## config.mk

```make
export PLATFORM = sky130hd
export DESIGN_NAME = axis_acc_avg_rep_flat
export DESIGN_NICKNAME = d
export VERILOG_FILES = /design/src/rtl/axis_acc_avg_rep_pkg.sv /design/src/rtl/axis_acc_avg_rep_if.sv /design/src/rtl/axis_acc_avg_rep_summer.sv /design/src/rtl/axis_acc_avg_rep.sv /design/src/flat_wrapper.sv
export SDC_FILE = /design/constraint.sdc
export NUM_CORES = 1
export LEC_CHECK = 0
export CORE_MARGIN = 2
export CORE_UTILIZATION = 58
export CTS_CLUSTER_SIZE = 10
export DETAILED_ROUTE_END_ITERATION = 8
export PLACE_DENSITY_LB_ADDON = 0.08
export SETUP_SLACK_MARGIN = 0.1
export SKIP_LAST_GASP = 1
export SLEW_MARGIN = 30
export SYNTH_ARGS = -nofsm -noshare
export SYNTH_HDL_FRONTEND = slang
export SYNTH_HIERARCHICAL = 1
export SYNTH_SLANG_ARGS = --single-unit
```

## constraint.sdc

```tcl
create_clock -name clk -period 4.8 [get_ports clk]
set_input_delay 1.44 -clock clk [delete_from_list [all_inputs] [get_ports clk]]
set_output_delay 1.44 -clock clk [all_outputs]
set_load 0.02 [all_outputs]
```

## src/rtl/axis_acc_avg_rep_pkg.sv

```systemverilog
// Shared definitions for the accumulate / average / repeat AXI-Stream stage.
// Holds the mode encodings, the repeater holder state type and the helper
// that derives the result width from the mode and the block geometry.
package axis_acc_avg_rep_pkg;

    localparam int MODE_ACC = 0;
    localparam int MODE_AVG = 1;
    localparam int MODE_REP = 2;

    typedef enum logic {
        REP_EMPTY = 1'b0,
        REP_FULL  = 1'b1
    } rep_state_e;

    // A block sum needs count_log extra bits so it can never overflow;
    // the mean and the repeated sample keep the input width.
    function automatic int out_width(input int mode, input int data_width, input int count_log);
        if (mode == MODE_ACC) begin
            return data_width + count_log;
        end else begin
            return data_width;
        end
    endfunction

endpackage

```

## src/rtl/axis_acc_avg_rep_if.sv

```systemverilog
// Stream bundle for axis_acc_avg_rep: the upstream (input_*) and the
// downstream (output_*) handshakes of one processing stage.
//   master : the environment side - drives input_valid/input_data and
//            output_ready, observes input_ready/output_valid/output_data.
//   slave  : the processing stage side.
interface axis_acc_avg_rep_if
    import axis_acc_avg_rep_pkg::*;
#(
    parameter int DATA_WIDTH = 6,
    parameter int OUT_WIDTH  = out_width(MODE_ACC, 6, 8)
);
    logic                  input_valid;
    logic                  input_ready;
    logic [DATA_WIDTH-1:0] input_data;
    logic                  output_valid;
    logic                  output_ready;
    logic [OUT_WIDTH-1:0]  output_data;

    modport master (
        output input_valid, input_data, output_ready,
        input  input_ready, output_valid, output_data
    );

    modport slave (
        input  input_valid, input_data, output_ready,
        output input_ready, output_valid, output_data
    );
endinterface

```

## src/rtl/axis_acc_avg_rep_summer.sv

```systemverilog
// axis_block_summer: sums blocks of 2**COUNT_LOG samples into a full-precision
// result register with a valid/ready handshake on both sides.
//   clk, rst            clock, synchronous active-high reset
//   in_valid/in_ready   sample handshake, in_data sample
//   out_valid/out_ready result handshake, out_sum block sum
module axis_block_summer #(
    parameter int DATA_WIDTH = 6,
    parameter int COUNT_LOG  = 8,
    parameter int IS_SIGNED  = 0
) (
    input  logic                            clk,
    input  logic                            rst,
    input  logic                            in_valid,
    output logic                            in_ready,
    input  logic [DATA_WIDTH-1:0]           in_data,
    output logic                            out_valid,
    input  logic                            out_ready,
    output logic [DATA_WIDTH+COUNT_LOG-1:0] out_sum
);
    localparam int SUM_WIDTH = DATA_WIDTH + COUNT_LOG;

    logic [COUNT_LOG-1:0] count_r;
    logic [SUM_WIDTH-1:0] sum_r;
    logic [SUM_WIDTH-1:0] out_sum_r;
    logic                 out_valid_r;
    logic [SUM_WIDTH-1:0] ext_s;
    logic [SUM_WIDTH-1:0] total_s;
    logic                 sign_s;
    logic                 last_s;
    logic                 in_ready_s;
    logic                 in_fire_s;
    logic                 out_fire_s;

    // Sample extension, running total and handshake decode.
    always_comb begin
        sign_s     = (IS_SIGNED != 0) ? in_data[DATA_WIDTH-1] : 1'b0;
        ext_s      = {{COUNT_LOG{sign_s}}, in_data};
        total_s    = sum_r + ext_s;
        last_s     = (count_r == {COUNT_LOG{1'b1}});
        // Only the block-closing sample needs a free result register; a
        // result leaving this very cycle frees it in time.
        in_ready_s = !(last_s && out_valid_r && !out_ready);
        in_fire_s  = in_valid && in_ready_s;
        out_fire_s = out_valid_r && out_ready;
    end

    // Block counter, running sum and result register.
    always_ff @(posedge clk) begin
        if (rst) begin
            count_r     <= {COUNT_LOG{1'b0}};
            sum_r       <= {SUM_WIDTH{1'b0}};
            out_sum_r   <= {SUM_WIDTH{1'b0}};
            out_valid_r <= 1'b0;
        end else begin
            if (in_fire_s) begin
                count_r <= count_r + COUNT_LOG'(1);
                if (last_s) begin
                    sum_r     <= {SUM_WIDTH{1'b0}};
                    out_sum_r <= total_s;
                end else begin
                    sum_r <= total_s;
                end
            end
            // A new result has priority: it can only land when the old one
            // has gone or is leaving this cycle.
            if (in_fire_s && last_s) begin
                out_valid_r <= 1'b1;
            end else if (out_fire_s) begin
                out_valid_r <= 1'b0;
            end
        end
    end

    assign in_ready  = in_ready_s;
    assign out_valid = out_valid_r;
    assign out_sum   = out_sum_r;
endmodule

```

## src/rtl/axis_acc_avg_rep.sv

```systemverilog
// axis_acc_avg_rep: AXI-Stream stage selected by MODE - block accumulator,
// power-of-two block averager, or sample repeater.
//   clk  clock
//   rst  synchronous active-high reset
//   bus  stream bundle (slave side): input_valid/input_ready/input_data in,
//        output_valid/output_ready/output_data out
module axis_acc_avg_rep
    import axis_acc_avg_rep_pkg::*;
#(
    parameter int MODE                  = 0,
    parameter int DATA_WIDTH            = 6,
    parameter int ACC_COUNT_LOG         = 8,
    parameter int IS_SIGNED             = 0,
    parameter int NUMBER_OF_REPETITIONS = 7
) (
    input logic               clk,
    input logic               rst,
    axis_acc_avg_rep_if.slave bus
);
    localparam int OUT_WIDTH = out_width(MODE, DATA_WIDTH, ACC_COUNT_LOG);

    if (MODE == MODE_REP) begin : g_rep
        localparam int REP_W = (NUMBER_OF_REPETITIONS > 1) ? $clog2(NUMBER_OF_REPETITIONS) : 1;
        localparam logic [REP_W-1:0] REP_LAST = REP_W'(NUMBER_OF_REPETITIONS - 1);

        rep_state_e            state_r;
        rep_state_e            state_s;
        logic [REP_W-1:0]      rep_cnt_r;
        logic [REP_W-1:0]      rep_cnt_s;
        logic [DATA_WIDTH-1:0] hold_r;
        logic                  last_copy_s;
        logic                  in_ready_s;
        logic                  in_fire_s;
        logic                  out_fire_s;

        // Holder next state; reloading while the last copy leaves gives
        // zero-bubble streaming.
        always_comb begin
            state_s     = state_r;
            rep_cnt_s   = rep_cnt_r;
            last_copy_s = (state_r == REP_FULL) && (rep_cnt_r == REP_LAST);
            in_ready_s  = (state_r == REP_EMPTY) || (last_copy_s && bus.output_ready);
            in_fire_s   = bus.input_valid && in_ready_s;
            out_fire_s  = (state_r == REP_FULL) && bus.output_ready;
            case (state_r)
                REP_EMPTY: begin
                    state_s   = in_fire_s ? REP_FULL : REP_EMPTY;
                    rep_cnt_s = {REP_W{1'b0}};
                end
                REP_FULL: begin
                    if (in_fire_s) begin
                        state_s   = REP_FULL;
                        rep_cnt_s = {REP_W{1'b0}};
                    end else if (out_fire_s && last_copy_s) begin
                        state_s   = REP_EMPTY;
                        rep_cnt_s = {REP_W{1'b0}};
                    end else if (out_fire_s) begin
                        state_s   = REP_FULL;
                        rep_cnt_s = rep_cnt_r + REP_W'(1);
                    end else begin
                        state_s   = REP_FULL;
                        rep_cnt_s = rep_cnt_r;
                    end
                end
                default: begin
                    state_s   = REP_EMPTY;
                    rep_cnt_s = {REP_W{1'b0}};
                end
            endcase
        end

        // Holder state, copy counter and latched sample.
        always_ff @(posedge clk) begin
            if (rst) begin
                state_r   <= REP_EMPTY;
                rep_cnt_r <= {REP_W{1'b0}};
                hold_r    <= {DATA_WIDTH{1'b0}};
            end else begin
                state_r   <= state_s;
                rep_cnt_r <= rep_cnt_s;
                if (in_fire_s) begin
                    hold_r <= bus.input_data;
                end
            end
        end

        assign bus.input_ready  = in_ready_s;
        assign bus.output_valid = (state_r == REP_FULL);
        assign bus.output_data  = OUT_WIDTH'(hold_r);
    end else begin : g_blk
        localparam int SUM_WIDTH = DATA_WIDTH + ACC_COUNT_LOG;

        logic [SUM_WIDTH-1:0] sum_s;
        logic                 ready_s;
        logic                 valid_s;

        axis_block_summer #(
            .DATA_WIDTH (DATA_WIDTH),
            .COUNT_LOG  (ACC_COUNT_LOG),
            .IS_SIGNED  (IS_SIGNED)
        ) u_summer (
            .clk       (clk),
            .rst       (rst),
            .in_valid  (bus.input_valid),
            .in_ready  (ready_s),
            .in_data   (bus.input_data),
            .out_valid (valid_s),
            .out_ready (bus.output_ready),
            .out_sum   (sum_s)
        );

        assign bus.input_ready  = ready_s;
        assign bus.output_valid = valid_s;
        // ACC takes the whole sum. AVG takes its top DATA_WIDTH bits, which
        // is the sum shifted right by ACC_COUNT_LOG and truncated; the bits
        // an arithmetic or logical shift would fill in are discarded, so the
        // slice rounds toward minus infinity for both signednesses.
        assign bus.output_data  = sum_s[SUM_WIDTH-1 -: OUT_WIDTH];
    end
endmodule

```

## src/flat_wrapper.sv

```systemverilog
// flat-port wrapper written by rule: the top's interface ports become plain ports
module axis_acc_avg_rep_flat import axis_acc_avg_rep_pkg::*;
#(
    parameter int MODE                  = 0,
    parameter int DATA_WIDTH            = 6,
    parameter int ACC_COUNT_LOG         = 8,
    parameter int IS_SIGNED             = 0,
    parameter int NUMBER_OF_REPETITIONS = 7
)
  (clk, rst, bus_input_valid, bus_input_data, bus_output_ready, bus_input_ready, bus_output_valid, bus_output_data);
  axis_acc_avg_rep_if #(.DATA_WIDTH(DATA_WIDTH), .OUT_WIDTH(14)) bus_i ();
  input logic clk;
  input logic rst;
  input wire logic [$bits(bus_i.input_valid)-1:0] bus_input_valid;
  input wire logic [$bits(bus_i.input_data)-1:0] bus_input_data;
  input wire logic [$bits(bus_i.output_ready)-1:0] bus_output_ready;
  output wire logic [$bits(bus_i.input_ready)-1:0] bus_input_ready;
  output wire logic [$bits(bus_i.output_valid)-1:0] bus_output_valid;
  output wire logic [$bits(bus_i.output_data)-1:0] bus_output_data;
  assign bus_i.input_valid = bus_input_valid;
  assign bus_i.input_data = bus_input_data;
  assign bus_i.output_ready = bus_output_ready;
  assign bus_input_ready = bus_i.input_ready;
  assign bus_output_valid = bus_i.output_valid;
  assign bus_output_data = bus_i.output_data;
  axis_acc_avg_rep #(.MODE(MODE), .DATA_WIDTH(DATA_WIDTH), .ACC_COUNT_LOG(ACC_COUNT_LOG), .IS_SIGNED(IS_SIGNED), .NUMBER_OF_REPETITIONS(NUMBER_OF_REPETITIONS)) u_core (.clk(clk), .rst(rst), .bus(bus_i));
endmodule
```

==> impl_metrics.ini <==
[place]
io_buffers = 25
gp_congestion = 0.841
pre_cts_slack_ns = 0.321
place_inst = 273
hpwlAfterDp_mm = 2.91
place_area_um2 = 2150

[critical_path]
r2r_end = u_core/g_blk.u_summer/out_sum[6]
startpoint_type = primary input
required_ns = 3.36
critical_path_arrival_ns = 3.03
endpoint_kind = output pin
critPathKind = primary input to output pin
reg2reg_from = u_core/g_blk.u_summer/sum_r[0]
critPathMaxFanout = 6
worstRegToRegCells = 8
startpoint = bus_output_ready
r2r_slack_ns = 2.63

[yosys]
synth_common_cells = dfxtp_1 (37), nor2_1 (27), a21oi_1 (19)
yosysMostFrequentCell = dfxtp_1
async_flop_share_pct = 0
synth_cell_types = 45
syn_inst = 209
netlist_area_um2 = 1860
synth_nets = 227
synth_edf_count = 0
synth_top_area_share_pct = 39.8
synth_top_area_cell = dfxtp_1
syn_avg_cell_area_um2 = 8.91
ys_seq_area_share_pct = 39.8
ys_ff_latch = 37
ys.flop_type = dfxtp_1
ys_warn_count = 6
netlist_top_cells_area = dfxtp_1 (40%), xnor2_1 (5.6%), nor2_1 (5.4%)

[layout]
fin_cells = 281
n_antenna_cell = 0
area_growth_pct = 20.0
final_area_um2 = 2230
register_area_um2 = 741
n_fill_cell = 251
drive_gt1_share_pct = 8.02
multi_input_area_um2 = 1070
final_nets = 254

[timing]
finalSetupViolCount = 0
whs_ns = 0.459
clock.fmax_mhz = 224
rsz0062_at_grt = no
finalSetupTns_ns = 0
relSlewSlack_pct = 47.7
setup_slack_ns = 0.328
fin_skew_ns = 0.0113
hold_viol_final = 0
fin_crit_ns = 4.47
final_max_slew_viol_count = 0
tightest_slew_ns = 0.784
min_period_over_period_pct = 93.2

[route]
final_antenna_net_count = 0
vias_per_cell = 5.68
dr.pass1.iters = 4
drt_iter0_drc = 83
drc = 0
wirelength_mm = 4.01
wire_per_inst_um = 14.3
dr_total_vias = 1597

[pwr]
ir_drop_uv = 230
intPower_mw = 0.479
swShare_pct = 26.1
p_switching_mw = 0.169
combPwrFrac_pct = 14.3
seqPwrFrac_pct = 49.6
pwr-share-clk_pct = 36.1
pwr_density_cell_nw_per_um2 = 290
power.leakage_nw = 0.807

[clocking]
tritoncts = built
cts_buffer_depth = 2
cts_resized = 0
post_cts_buffers = 0
clk_latency_ns = 0.35
clk_pin_slew_ns = 0.11
cts_buffers = 5
ctsHoldBuffers = 0
cts_root_buffer = clkbuf_4
htree_levels = 2
cts_sinks = 37

[worst_hold_path]
hold_start = u_core/g_blk.u_summer/out_sum[3]
hold_class = flip-flop to flip-flop
whs_endpoint = u_core/g_blk.u_summer/out_sum[3]
hold_depth = 2

[job]
cap_violations = 0

[run_status]
outcome = complete, no violations

[floorplan]
core_area_um2 = 3050
io_pins = 26
initial_utilization_pct = 61.0
die_y_um = 60.7
dieArea_um2 = 3680
num_rows = 20
die_x_um = 60.7

[global_routing]
grt_pass1_wl_mm = 6.56
grt_antenna_before_repair = 0
grt_use_total_pct = 24.1
grt_pass1_vias = 1509
gr-total-overflow = 0
grt_max_degree = 32
## area by class of cell
class,count,share of cell area [%]
clock inverters,2,1.68
flip-flops and latches,37,33.1
clock buffers,6,2.30
well taps,44,2.46
repair buffers,26,11.5
inverters,7,1.18
multi-input cells,159,47.7
## layer usage
layer / up-vias / wire, µm / GRT usage [%]
li1: 806 / - / -
met1: 749 / 1840 / 31.1
met2: 35 / 1930 / 38.6
met3: 7 / 166 / 5.12
met4: 0 / 71 / 11.5
met5: - / 0 / 0
## critical path, cell delays in order
cell             delay [ns]
clkdlybuf4s50_1        0.41
nand2b_1               0.25
or3_1                  0.40
clkdlybuf4s50_1        0.54
## power groups by stage
| stage | sequential [mW] | combinational (mW) | clock (mW) |
|---|---|---|---|
| detailed placement | 0.328 | 0.0911 | 0 |
| finish | 0.321 | 0.0928 | 0.234 |
| floorplan | 0.327 | 0.0680 | 0 |
| CTS | 0.321 | 0.0921 | 0.238 |
| global route | 0.323 | 0.102 | 0.251 |
| global placement | 0.328 | 0.0884 | 0 |
## through the flow
step / util, % / total power [mW]
after detailed placement: 70.3 / 0.419
after CTS: 73.2 / 0.651
after global placement: 70.3 / 0.416
after floorplan: - / 0.395
final: 73.2 / 0.648
after global routing: 73.2 / 0.675
## flip-flops by register name (all words and copies together), names as in the netlist
signal	cells
u_core/g_blk.u_summer/count_r	8
u_core/g_blk.u_summer/out_sum	14
u_core/g_blk.u_summer/out_valid	1
u_core/g_blk.u_summer/sum_r	14
## worst max path at each step
stage                      endpoint  slack, ns  depth (start not counted)
floorplan           bus_input_ready       1.22                          2
global placement    bus_input_ready       0.37                          4
detailed placement  bus_input_ready       0.32                          4
CTS                 bus_input_ready       0.32                          4
global route        bus_input_ready       0.27                          4
finish              bus_input_ready       0.33                          4
## cell families (layout without fill, tap and decap cells)
kind of cell | count (synthesis) | count (layout) | synth area share [%]
buffers and inverters | 13 | 41 | 2.96
xor gates and xnor gates | 14 | 14 | 6.59
AOI/OAI and AO/OA | 66 | 66 | 25.3
and+or+nand+nor | 71 | 71 | 19.6
adders and majority gates | 8 | 8 | 5.78
DFF | 37 | 37 | 39.8
## cell usage in the layout (no fill, tap or decap), types with 2 or more instances in the layout
cell type	count
dfxtp_1	37
nor2_1	27
clkdlybuf4s50_1	25
a21oi_1	19
nand2_1	17
xnor2_1	12
o21ai_1	10
inv_1	7
ha_1	7
a211oi_1	6
a22o_1	6
clkbuf_4	5
or3_1	5
o21a_1	5
nand3_1	5
o21ai_0	4
nand4_1	3
a22oi_1	3
and3_1	2
a21o_1	2
nor2b_1	2
xor2_1	2
(Power assumes the default switching activity.)
